### config.mk
export PLATFORM = sky130hd
export DESIGN_NAME = card_flip_ctrl_flat
export DESIGN_NICKNAME = d
export VERILOG_FILES = /design/src/rtl/card_flip_ctrl_pkg.sv /design/src/rtl/card_flip_ctrl_if.sv /design/src/rtl/card_flip_ctrl_frame_sync_timer.sv /design/src/rtl/card_flip_ctrl.sv /design/src/flat_wrapper.sv
export SDC_FILE = /design/constraint.sdc
export NUM_CORES = 1
export LEC_CHECK = 0
export BUFFER_PORTS_ARGS = -buffer_cell sky130_fd_sc_hd__buf_4
export CORE_ASPECT_RATIO = 1.4
export CORE_MARGIN = 1
export CORE_UTILIZATION = 56
export CTS_CLUSTER_SIZE = 8
export DETAILED_ROUTE_END_ITERATION = 12
export GPL_ROUTABILITY_DRIVEN = 0
export PLACE_DENSITY = 0.91
export SYNTH_ARGS = -nofsm -noshare
export SYNTH_HDL_FRONTEND = slang
export SYNTH_SLANG_ARGS = --single-unit
### constraint.sdc
create_clock -name pclk -period 2.1 [get_ports pclk]
set_input_delay 0.21 -clock pclk [delete_from_list [all_inputs] [get_ports pclk]]
set_output_delay 0.21 -clock pclk [all_outputs]
set_load 0.005 [all_outputs]
### src/rtl/card_flip_ctrl_pkg.sv
// card_flip_ctrl_pkg: shared state encoding and default board dimensions for the memory-game controller
package card_flip_ctrl_pkg;
    localparam int N_CARDS_DEF     = 16;
    localparam int IDX_W_DEF       = 4;
    localparam int VAL_W_DEF       = 3;
    localparam int HOLD_FRAMES_DEF = 60;
    typedef enum logic [2:0] {WAIT_FIRST, WAIT_SECOND, HOLD, RESOLVE, DONE} state_t;
endpackage

### src/rtl/card_flip_ctrl_if.sv
// card_flip_ctrl_if: card pick handshake between the click decoder (master) and the controller (slave)
interface card_flip_ctrl_if #(parameter int IDX_W = 4) ();
    logic             pick_valid;
    logic [IDX_W-1:0] pick_idx;
    logic             pick_ready;
    logic             pick_err;
    modport master (output pick_valid, pick_idx, input pick_ready, pick_err);
    modport slave (input pick_valid, pick_idx, output pick_ready, pick_err);
endinterface

### src/rtl/card_flip_ctrl_frame_sync_timer.sv
// card_flip_ctrl_frame_sync_timer: vblank rising-edge detector plus a clearable frame counter with terminal-count flag
module card_flip_ctrl_frame_sync_timer #(parameter int CNT_W = 8) (
    input  logic             pclk,
    input  logic             rst,
    input  logic             vblnk,
    input  logic             clr,
    input  logic             en,
    input  logic [CNT_W-1:0] term,
    output logic             fstart,
    output logic             tc
);
    logic             vblnk_d;
    logic [CNT_W-1:0] cnt;
    assign fstart = vblnk & ~vblnk_d;
    assign tc     = cnt == term;
    always_ff @(posedge pclk or negedge rst) begin
        if (!rst) begin
            vblnk_d <= 1'b0;
            cnt     <= '0;
        end else begin
            vblnk_d <= vblnk;
            cnt     <= clr ? '0 : (en & fstart) ? cnt + 1'b1 : cnt;
        end
    end
endmodule

### src/rtl/card_flip_ctrl.sv
// card_flip_ctrl: memory-game pick/hold/resolve sequencer driving frame-synced card overlay enables
module card_flip_ctrl
    import card_flip_ctrl_pkg::*;
#(
    parameter int N_CARDS     = N_CARDS_DEF,
    parameter int IDX_W       = IDX_W_DEF,
    parameter int VAL_W       = VAL_W_DEF,
    parameter int HOLD_FRAMES = HOLD_FRAMES_DEF
) (
    input  logic                     pclk,
    input  logic                     rst,
    input  logic                     vblnk,
    input  logic                     new_game,
    input  logic [N_CARDS*VAL_W-1:0] card_values,
    card_flip_ctrl_if.slave          pick,
    output logic [N_CARDS-1:0]       face_en,
    output logic [N_CARDS-1:0]       matched_en,
    output logic                     match_pulse,
    output logic                     mismatch_pulse,
    output logic [IDX_W-1:0]         pairs_found,
    output logic                     game_done
);
    state_t             state, state_nx;
    logic [N_CARDS-1:0] up, matched, sel, pair;
    logic [IDX_W-1:0]   first, second;
    logic               eq, fstart, tc, in_range, attempt, accept, hold_clr;

    function automatic logic [VAL_W-1:0] val(input logic [IDX_W-1:0] i);
        return VAL_W'(card_values >> (32'(i) * VAL_W));
    endfunction

    // one-hot decode by shifting so out-of-range indices simply select nothing
    assign sel             = N_CARDS'(1) << pick.pick_idx;
    assign pair            = (N_CARDS'(1) << first) | (N_CARDS'(1) << second);
    assign in_range        = 32'(pick.pick_idx) < N_CARDS;
    assign pick.pick_ready = rst & (state == WAIT_FIRST || state == WAIT_SECOND);
    assign attempt         = pick.pick_valid & pick.pick_ready & ~new_game;
    assign accept          = attempt & in_range & ~|((up | matched) & sel);
    assign hold_clr        = new_game | (state == WAIT_SECOND & accept);
    assign game_done       = state == DONE;

    card_flip_ctrl_frame_sync_timer #(.CNT_W(8)) u_timer (
        .pclk   (pclk),
        .rst    (rst),
        .vblnk  (vblnk),
        .clr    (hold_clr),
        .en     (state == HOLD),
        .term   (8'(HOLD_FRAMES - 1)),
        .fstart (fstart),
        .tc     (tc)
    );

    always_ff @(posedge pclk or negedge rst) begin
        if (!rst) state <= WAIT_FIRST;
        else      state <= state_nx;
    end

    always_comb begin
        state_nx = state;
        if (new_game) state_nx = WAIT_FIRST;
        else case (state)
            WAIT_FIRST:  state_nx = accept ? WAIT_SECOND : WAIT_FIRST;
            WAIT_SECOND: state_nx = accept ? HOLD : WAIT_SECOND;
            HOLD:        state_nx = (fstart & tc) ? RESOLVE : HOLD;
            RESOLVE:     state_nx = (eq && pairs_found == IDX_W'(N_CARDS / 2 - 1)) ? DONE : WAIT_FIRST;
            DONE:        state_nx = DONE;
            default:     state_nx = WAIT_FIRST;
        endcase
    end

    always_ff @(posedge pclk or negedge rst) begin
        if (!rst) begin
            up             <= '0;
            matched        <= '0;
            first          <= '0;
            second         <= '0;
            eq             <= 1'b0;
            pairs_found    <= '0;
            match_pulse    <= 1'b0;
            mismatch_pulse <= 1'b0;
            pick.pick_err  <= 1'b0;
            face_en        <= '0;
            matched_en     <= '0;
        end else begin
            match_pulse    <= 1'b0;
            mismatch_pulse <= 1'b0;
            pick.pick_err  <= attempt & ~accept;
            if (fstart) begin
                face_en    <= up | matched;
                matched_en <= matched;
            end
            if (new_game) begin
                up          <= '0;
                matched     <= '0;
                pairs_found <= '0;
            end else if (accept) begin
                up <= up | sel;
                if (state == WAIT_FIRST) first <= pick.pick_idx;
                else begin
                    second <= pick.pick_idx;
                    eq     <= val(first) == val(pick.pick_idx);
                end
            end else if (state == RESOLVE) begin
                up <= up & ~pair;
                if (eq) begin
                    matched     <= matched | pair;
                    pairs_found <= pairs_found + 1'b1;
                    match_pulse <= 1'b1;
                end else mismatch_pulse <= 1'b1;
            end
        end
    end
endmodule

### src/flat_wrapper.sv
// flat-port wrapper written by rule: the top's interface ports become plain ports
module card_flip_ctrl_flat import card_flip_ctrl_pkg::*;
#(
    parameter int N_CARDS     = N_CARDS_DEF,
    parameter int IDX_W       = IDX_W_DEF,
    parameter int VAL_W       = VAL_W_DEF,
    parameter int HOLD_FRAMES = HOLD_FRAMES_DEF
)
  (pclk, rst, vblnk, new_game, card_values, face_en, matched_en, match_pulse, mismatch_pulse, pairs_found, game_done, pick_pick_valid, pick_pick_idx, pick_pick_ready, pick_pick_err);
  card_flip_ctrl_if #(.IDX_W(IDX_W)) pick_i ();
  input  logic pclk;
  input  logic rst;
  input  logic vblnk;
  input  logic new_game;
  input  logic [N_CARDS*VAL_W-1:0] card_values;
  output logic [N_CARDS-1:0] face_en;
  output logic [N_CARDS-1:0] matched_en;
  output logic match_pulse;
  output logic mismatch_pulse;
  output logic [IDX_W-1:0] pairs_found;
  output logic game_done;
  input wire logic [$bits(pick_i.pick_valid)-1:0] pick_pick_valid;
  input wire logic [$bits(pick_i.pick_idx)-1:0] pick_pick_idx;
  output wire logic [$bits(pick_i.pick_ready)-1:0] pick_pick_ready;
  output wire logic [$bits(pick_i.pick_err)-1:0] pick_pick_err;
  assign pick_i.pick_valid = pick_pick_valid;
  assign pick_i.pick_idx = pick_pick_idx;
  assign pick_pick_ready = pick_i.pick_ready;
  assign pick_pick_err = pick_i.pick_err;
  card_flip_ctrl #(.N_CARDS(N_CARDS), .IDX_W(IDX_W), .VAL_W(VAL_W), .HOLD_FRAMES(HOLD_FRAMES)) u_core (.pclk(pclk), .rst(rst), .vblnk(vblnk), .new_game(new_game), .card_values(card_values), .pick(pick_i), .face_en(face_en), .matched_en(matched_en), .match_pulse(match_pulse), .mismatch_pulse(mismatch_pulse), .pairs_found(pairs_found), .game_done(game_done));
endmodule
# After elaboration in Yosys (flattened, before gate mapping)
# Index checks and enable logic that the tools add are counted.
# word_totals
register_bits,92
input_bits,57
output_inout_bits,41
wordCells,91
# op_classes
addsub,2
n_mul,2
eq_ne,8
shifts,5
muxes,27
bitwise,21
reduce_logical,12
# ops
cell,n
$mux 16,7
$shr 48x6->3,2
$or 16x16->16,4
$shl 1x4->16 const A,3
$and 16x16->16,2
$mux 4,4
$mux 8,2
$not 16->16,1
$reduce_or 16->1,1
$pmux 3 s5,1
$mul 4x2->6 const B,2
$mux 1,10
$and 1x1->1,9
$reduce_and 3->1,3
$add 8x1->8 const B,1
$eq 8x6->1 const B,1
$eq 3x2->1 const B,2
$mux 3,2
$reduce_bool 2->1,3
$add 4x1->4 const B,1
$eq 4x3->1 const B,1
$not 1->1,4
$eq 3x1->1 const B,1
$eq 3x3->1,1
other kinds (9),9

# Depth between registers and ports, before layout
# Gate-level depths: netlist of run 1.
# logic_depth
ltp_word,9
ltp_mapped,9
mapped_depth_nobuf,6

# Cells and area by module
# A second synthesis of run 1 with hierarchy kept.
# unflattened
cells_unflattened,484
hier_area_um2,5118.7
# by_module_without_submodules
module,n_inst,cells_each,area_per_inst_um2,seq_area_each_um2
card_flip_ctrl,1,432,4588.2,2077.0
card_flip_ctrl_frame_sync_timer,1,52,530.5,225.2

# Worst setup path after synthesis of run 1
# No wires, ideal clock.
# synth_timing
path_kind,flip-flop to flip-flop
startpoint,register u_core.matched[12]
endpoint,register u_core.state[0]
setup_ns,0.126
t_arrival_ns,1.799
t_required_ns,1.974
path_slack_ns,0.175
path_stages_with_launch,8
n_path_buf,1
synth_period_minus_slack_ns,1.925
path_cell_list,dfrtp_1 nor2_1 mux4_2 a221o_1 nand4_2 buf_6 nor3_4 a311o_1
# synth_between
elab_chain_cells,8
word_cells_on_any_way,9
cone_classes,4 x mux; 3 x bitwise; 2 x reduce/logical
# synth_rtl
item,line,rtl
from (decl),card_flip_ctrl.sv:24,"logic [N_CARDS-1:0] up, matched, sel, pair;"
from (signal assigned),card_flip_ctrl.sv:106,matched <= matched | pair;
$or 16x16->16 (*),card_flip_ctrl.sv:38,assign accept = attempt & in_range & ~|((up | matched) & sel);
$and 16x16->16 (*),card_flip_ctrl.sv:38,
$reduce_or 16->1 (*),card_flip_ctrl.sv:38,
$logic_not 1->1 (*),card_flip_ctrl.sv:38,
$and 1x1->1 (*),card_flip_ctrl.sv:38,
$mux 2 / $mux 1 (equally long branches),"card_flip_ctrl.sv:63, card_flip_ctrl.sv:62",
$pmux 3 s5 (*),card_flip_ctrl.sv:61,else case (state)
$mux 3 (*),card_flip_ctrl.sv:60,if (new_game) state_nx = WAIT_FIRST;
named net u_core.state_nx[0],card_flip_ctrl.sv:23,"state_t state, state_nx;"
to (signal assigned),card_flip_ctrl.sv:55,else state <= state_nx;
to (decl),card_flip_ctrl.sv:23,
# The timed path passes the listed nets; every way through them passes the cells marked *.
# A chain may end at the register's enable or synchronous reset.

# Worst setup path after layout of run 1
# layout_timing
startpoint,register u_core.matched[8]
endpoint,register u_core.first[0]
# layout_between
elab_chain_cells,6
# layout_rtl
item,line,rtl
$or 16x16->16,card_flip_ctrl.sv:38,
$and 16x16->16,card_flip_ctrl.sv:38,
$reduce_or 16->1,card_flip_ctrl.sv:38,
$logic_not 1->1,card_flip_ctrl.sv:38,
$and 1x1->1,card_flip_ctrl.sv:38,
$reduce_and 3->1 (no line),-,
to (signal assigned),card_flip_ctrl.sv:98,if (state == WAIT_FIRST) first <= pick.pick_idx;
to (decl),card_flip_ctrl.sv:25,"logic [IDX_W-1:0] first, second;"
# No other way between the ends.

==> flow_summary.ini, run 1 <==
[power]
p_sw_mw = 1.40
total_power_mw = 4.76
pwr-share-seq_pct = 41.0
swShare_pct = 29.4
power_frac_comb_pct = 26.7
p_clk_share_pct = 32.3
power_density_mw_per_mm2 = 728
vdd_ir_drop_max_v = 0.000648
leakagePower_nw = 2.99
p_int_mw = 3.36

[floorplan]
dieWidth_um = 82.9
dieHeight_um = 115
row_count = 41
ios = 98
start_util_pct = 57.2
fp.coreArea_mm2 = 0.00898
dieArea_mm2 = 0.00956

[synthesis]
yosys_warnings = 0
yosys.area.top_type_share_pct = 44.8
syn_area_mm2 = 0.00513
ys_types = 50
ys_seq_area_share_pct = 44.8
synth_area_leader_cell = dfrtp_1
yosys_most_used_dff = dfrtp_1
synth.area.top_cells = dfrtp_1, mux2_2, mux4_2
ys_ff_latch = 92
synth-edff-count = 0
synthArstFlopShare_pct = 100
synth_nets = 533
synth_cells = 474
synth_area_per_cell_um2 = 10.8

[setup_path]
cp_slowest_cell = dfrtp_1
start_kind = flop
critPathMaxStageDelay_ns = 0.41
r2r_start = u_core.matched[8]
path_cells = nor2_2 > mux4_2 > a221o_1 > nand4_4 > buf_6 > nor3_4 > mux2_2
worstPathRequired_ns = 2.32
path_class = reg -> reg
crit_arrival_ns = 2.34
worst-path-buf-inv = 1
cp_top_family = multiplexers
critPathMaxFanout = 5
r2r_cells = 7
r2r-end = u_core.first[0]
r2r_slack_ns = -0.02
crit_path_end_kind = flop

[placed_design]
dp_cells = 684
hpwl_um = 10100
port_buffers = 97
dp_slack_ns = -0.236

[cts]
cts_tree = built
root_buffer = clkbuf_16
htree_levels = 3
cts_buffer_depth = 2
cts_buffers = 9
clkSlewWorstSetupHoldPaths_ns = 0.06
clkLatencyLatePin_ns = 0.34
cts.sinks = 92

[timing]
layout_min_cycle_time_ns = 2.12
maxSlewHeadroom_pct = 58.0
worst_slack_ns = -0.0207
min_period_over_period_pct = 101
hold_viol_final = 0
final_max_slew_viol_count = 0
fmax_mhz = 472
finalSetupViolCount = 4
tightestPinTransition_ns = 0.630
fin_skew_ns = 0.00406
rsz0062_at_grt = true

[grt]
grt_pass1_vias = 4673
grt_pass1_wl_um = 22100
antenna_found_initial = 0
grt-ovfl-total = 0
track_usage_pct = 29.7
grt_max_degree = 52

[final_layout]
register_area_mm2 = 0.00231
drive_gt1_share_pct = 38.9
area_growth_syn_to_layout_pct = 27.2
multi_input_area_mm2 = 0.00266
num-fill-cells = 565
final_cells = 709
antenna_cells = 0
final_core_util_pct = 72.7
finalNetCount = 658

[min_path]
hold_class = in -> async

[run]
maxCapViolations = 0

[status]
failed_checks = setup timing
status = complete, but fails checks

[route]
remaining_drc_errors = 0
vias = 4577
drt-initial-drc-count = 500
viasPerCell = 6.46
antenna_left = 0
wire_per_inst_um = 20.1
dr.pass1.iters = 5
routed_wl_um = 14300
==> synth_stat cells, types with 3 or more instances <==
library cell and number:
nand4_1 5, a211oi_1 14, a21oi_1 21, xnor2_1 5, nand2_1 39, buf_6 5
o21ai_0 23, xor2_1 7, nand3_1 4, a22oi_1 6, nor3_1 14, nor2b_1 5
mux2_2 29, nand2b_1 12, or2_2 5, nor4_1 6, o22ai_1 19, nor3b_1 3
mux4_2 14, o21a_1 17, mux2i_1 6, buf_1 3, mux4_1 7, clkbuf_1 10
clkbuf_8 8, nor2_1 62, dfrtp_1 92, inv_1 5
==> kinds of logic after synthesis <==
kind of cell             share of synthesized area (%)
XOR/XNOR                                          2.05
buffers and inverters                             5.34
adder cells (fa/ha/maj)                          0.487
AO/OA/AOI/OAI                                     14.0
flip-flops                                        44.8
multiplexers                                      17.5
AND/OR/NAND/NOR                                   15.8
==> cell type report <==
| type | instances | share of cell area, % |
|---|---|---|
| Clock buffer | 11 | 3.56 |
| Clock inverter | 3 | 0.613 |
| Inverter | 5 | 0.287 |
| Multi-Input combinational cell | 347 | 40.8 |
| Sequential cell | 92 | 35.3 |
| Tap cell | 107 | 2.05 |
| Timing Repair Buffer | 144 | 17.4 |
==> power by group through the flow <==
| stage | Clock [mW] | Combinational [mW] | Sequential, mW |
|---|---|---|---|
| global route | 1.62 | 1.34 | 1.95 |
| detailed placement | 0 | 1.10 | 1.97 |
| floorplan | 0 | 0.841 | 1.91 |
| global placement | 0 | 1.06 | 1.96 |
| finish | 1.53 | 1.27 | 1.95 |
| CTS | 1.54 | 1.13 | 1.94 |
==> layer usage <==
layer	routed length [µm]	up-vias	global-route usage, %
li1	-	2005	-
met3	962	75	5.96
met1	4970	2201	32.5
met5	0	-	0
met2	7560	296	52.9
met4	763	0	18.9
==> worst max-delay path by stage <==
stage | to | slack, ns | start | depth (start not counted)
floorplan | u_core.state[0] | 0.18 | u_core.matched[12] | 7
global placement | u_core.eq | -0.18 | u_core.first[1] | 6
detailed placement | u_core.eq | -0.24 | u_core.first[1] | 6
CTS | u_core.eq | -0.03 | u_core.first[1] | 7
global route | u_core.first[2] | -0.08 | u_core.matched[4] | 7
finish | u_core.first[0] | -0.02 | u_core.matched[8] | 7
==> cells in the final DEF, fill, tap and decap left out, drive strengths merged, types with 3 or more instances in the layout <==
cell type  synthesis  final
nor2              62     62
a21oi             21     21
mux2i              6      6
nand2b            12     12
nand2             39     39
and2               3      3
clkbuf            18     11
xor2               7      7
o22ai             19     19
mux4              21     21
xnor2              5      5
nor4               6      6
inv                5      5
nor3              16     16
a22oi              6      6
a211oi            14     14
o21ai             23     23
nor3b              4      4
nor2b              5      5
buf               12    143
nand4              6      6
nand3              4      4
mux2              30     30
o21a              17     17
dfrtp             92     92
or2                5      5
==> through the flow <==
step           TNS (ns)  hold slack, ns  area [µm²]
6_report        -0.0602          0.0117        6530
5_1_grt          -0.378          0.0338        6530
4_1_cts         -0.0311          0.0141        6370
3_5_place_dp     -0.444           0.334        6040
3_3_place_gp     -0.182           0.333        6040
2_1_floorplan         0         -0.0856        5130
==> state kept, by name, summed over array words and instances, names as in the netlist <==
name / flops
u_core.pick.pick_err: 1
u_core.eq: 1
u_core.second: 4
u_core.matched_en: 16
u_core.u_timer.cnt: 8
u_core.first: 4
u_core.face_en: 16
u_core.pairs_found: 4
u_core.u_timer.vblnk_d: 1
u_core.mismatch_pulse: 1
u_core.up: 16
u_core.match_pulse: 1
u_core.matched: 16
u_core.state: 3
==> repair_timing <==
item / in CTS / in global routing
hold buffers: 1 / 0
pin swaps: 0 / 12
setup endpoints to repair: 10 / 20
buffers inserted: 4 / 6
resized for setup: 5 / 30
hold endpoints to repair: 1 / 0
No activity file was read; power rests on OpenSTA's default activity.
==> inputs of run 2 (changes only) <==
Settings changed: ABC_AREA from default to 1, CORE_UTILIZATION 56 to 45, PLACE_DENSITY 0.91 to 0.76.
==> run 2 against run 1 <==
Against the previous run:
- largest cell class unchanged
- setup slack gained 0.22 ns
- power grew 10%
- final area grew 7.8%
- the flow finishes with violations (DRC)
- via count grew 25%
==> flow_summary.ini, run 2 <==
[timing]
fin_skew_ns = 0.00638
min_period_over_period_pct = 90.5
rsz0062_at_grt = false
maxSlewHeadroom_pct = 66.6
finalSetupViolCount = 0
worst_slack_ns = 0.199
fmax_mhz = 526
hold_viol_final = 0
final_max_slew_viol_count = 0
tns_ns = 0
tightestPinTransition_ns = 0.501
layout_min_cycle_time_ns = 1.90

[setup_path]
worstPathRequired_ns = 2.34
crit_path_end_kind = flop
cp_slowest_cell = dfrtp_1
worst-path-buf-inv = 1
critPathMaxStageDelay_ns = 0.65
cp_common_cell = nand2_1
path_cells = nand2_1 > inv_1 > nand2_1 > nand3b_1 > nand2_1 > o21ai_0 > nand2_1 > nand2_1 > nor2_2 > nand2_1 > nand2_1
critPathMaxFanout = 13
crit_arrival_ns = 2.14
cp_top_family = simple AND/OR/NAND/NOR gates
path_class = reg -> reg
start_kind = flop

[placed_design]
dp_slack_ns = 0.258
port_buffers = 97
hpwl_um = 11500

[synthesis]
synth_nets = 908
ys_seq_area_share_pct = 39.7
yosys_warnings = 0
synth_area_leader_cell = dfrtp_1
synth_area_per_cell_um2 = 6.83
yosys_most_used_dff = dfrtp_1
synth_cells = 849
yosys.area.top_type_share_pct = 39.7
ys_ff_latch = 92
synthArstFlopShare_pct = 100
ys_types = 35
synth.area.top_cells = dfrtp_1, nand2_1, inv_1
syn_area_mm2 = 0.00580
synthTopCellsByCount = nand2_1, inv_1, dfrtp_1
synth-edff-count = 0
yosysMostFrequentCell = nand2_1

[run]
maxCapViolations = 0

[cts]
clkSlewWorstSetupHoldPaths_ns = 0.06
clkLatencyLatePin_ns = 0.34
cts_buffers = 9
ctsResizeCount = 0
cts.sinks = 92
cts_tree = built
postCtsHoldBufs = 2
cts_buffer_depth = 2
root_buffer = clkbuf_16
cts_setup_buffers = 0
htree_levels = 3

[grt]
grt-ovfl-total = 0
track_usage_pct = 23.5
grt_max_degree = 93
antenna_found_initial = 0
grt_pass1_wl_um = 24800
grt_pass1_vias = 5315

[status]
status = complete, but fails checks
failed_checks = DRC

[min_path]
hold_class = in -> reg

[route]
antenna_left = 0
remaining_drc_errors = 5
routed_wl_um = 15100
wire_per_inst_um = 13.8
viasPerCell = 5.19
drt-initial-drc-count = 307
dr.pass1.iters = 9
vias = 5704

[final_layout]
multi_input_area_mm2 = 0.00286
area_growth_syn_to_layout_pct = 21.4
register_area_mm2 = 0.00230
final_core_util_pct = 56.6
drive_gt1_share_pct = 18.3
finalNetCount = 1003
antenna_cells = 0
num-fill-cells = 1172
most-common-layout-cells = nand2_1, buf_4, inv_1
final_common_cell = nand2_1

[floorplan]
ios = 98
row_count = 48
dieArea_mm2 = 0.0134
dieHeight_um = 136
start_util_pct = 46.7
fp.coreArea_mm2 = 0.0124
dieWidth_um = 98.0

[power]
vdd_ir_drop_max_v = 0.000345
total_power_mw = 5.24
power_density_mw_per_mm2 = 745
leakagePower_nw = 3.64
==> run 2: changes by cell type after synthesis, moves of 10 or more <==
cell | previous run | this run
nand2_1 | 39 | 273
inv_1 | 5 | 102
nand3_1 | 4 | 59
mux2_2 | 29 | 0
nor2_1 | 62 | 91
o21ai_0 | 23 | 45
a211oi_1 | 14 | 0
mux4_2 | 14 | 0
a21oi_1 | 21 | 33
nand2b_1 | 12 | 0
o21ai_1 | 0 | 12
clkbuf_1 | 10 | 20
nor2_2 | 0 | 10
==> run 2: layer usage <==
metal	vias to the layer above	wire length (µm)	GRT usage [%]
li1	2873	-	-
met1	2612	6090	26.7
met2	168	7590	41.5
met3	51	776	3.91
met4	0	671	14.0
met5	-	0	0
==> run 2: area by class of cell <==
| class | count | area share [%] |
|---|---|---|
| timing repair buffer | 123 | 13.4 |
| inverter | 109 | 5.95 |
| tap | 150 | 2.67 |
| multi-input combinational | 609 | 40.6 |
| clock buffer | 12 | 3.64 |
| sequential | 92 | 32.7 |
| clock inverter | 4 | 1.12 |
==> run 2: metrics by stage <==
step           std cells  hold slack, ns  area (µm²)
2_1_floorplan        849         -0.0856        5800
3_3_place_gp        1081           0.330        6690
3_5_place_dp        1081           0.325        6690
4_1_cts             1099           0.247        7040
5_1_grt             1099           0.267        7040
6_report            1099           0.253        7040
==> run 2: logic make-up (layout without fill, tap and decap cells) <==
logic type | count (synthesis) | count (layout) | synth area share, %
AND/OR/NAND/NOR | 481 | 481 | 36.6
XOR/XNOR | 8 | 8 | 1.21
AO/OA/AOI/OAI | 118 | 118 | 11.0
flip-flops | 92 | 92 | 39.7
buffers and inverters | 148 | 248 | 11.1
adder cells (fa/ha/maj) | 2 | 2 | 0.431
==> run 2: final timing paths <==
path | from | endpoint | slack [ns] | depth (start not counted)
max in group asynchronous | rst | u_core.matched_en[6] | 1.24 | 3
setup reg to reg | u_core.first[1] | u_core.eq | 0.20 | 11
hold reg to reg | u_core.face_en[4] | u_core.face_en[4] | 0.49 | 2
setup / recovery | u_core.first[1] | u_core.eq | 0.20 | 11
min in group asynchronous | rst | u_core.matched_en[13] | 0.48 | 3
hold / removal | new_game | u_core.pairs_found[3] | 0.25 | 2
==> run 2: worst reg2reg max path: cells and delay by family (launching register included) <==
family                 cells  cell delay (ns)
flip-flops                 1             0.65
AND/OR/NAND/NOR            9             0.76
buffers and inverters      1             0.21
AO/OA/AOI/OAI              1             0.15
==> run 2: where the power goes <==
part	switching (mW)	total (mW)	leakage [nW]	internal [mW]
clock	0.683	1.80	0.161	1.12
combinational	0.887	1.43	2.22	0.544
sequential	0.106	2.01	1.25	1.91
total	1.68	5.24	3.64	3.57
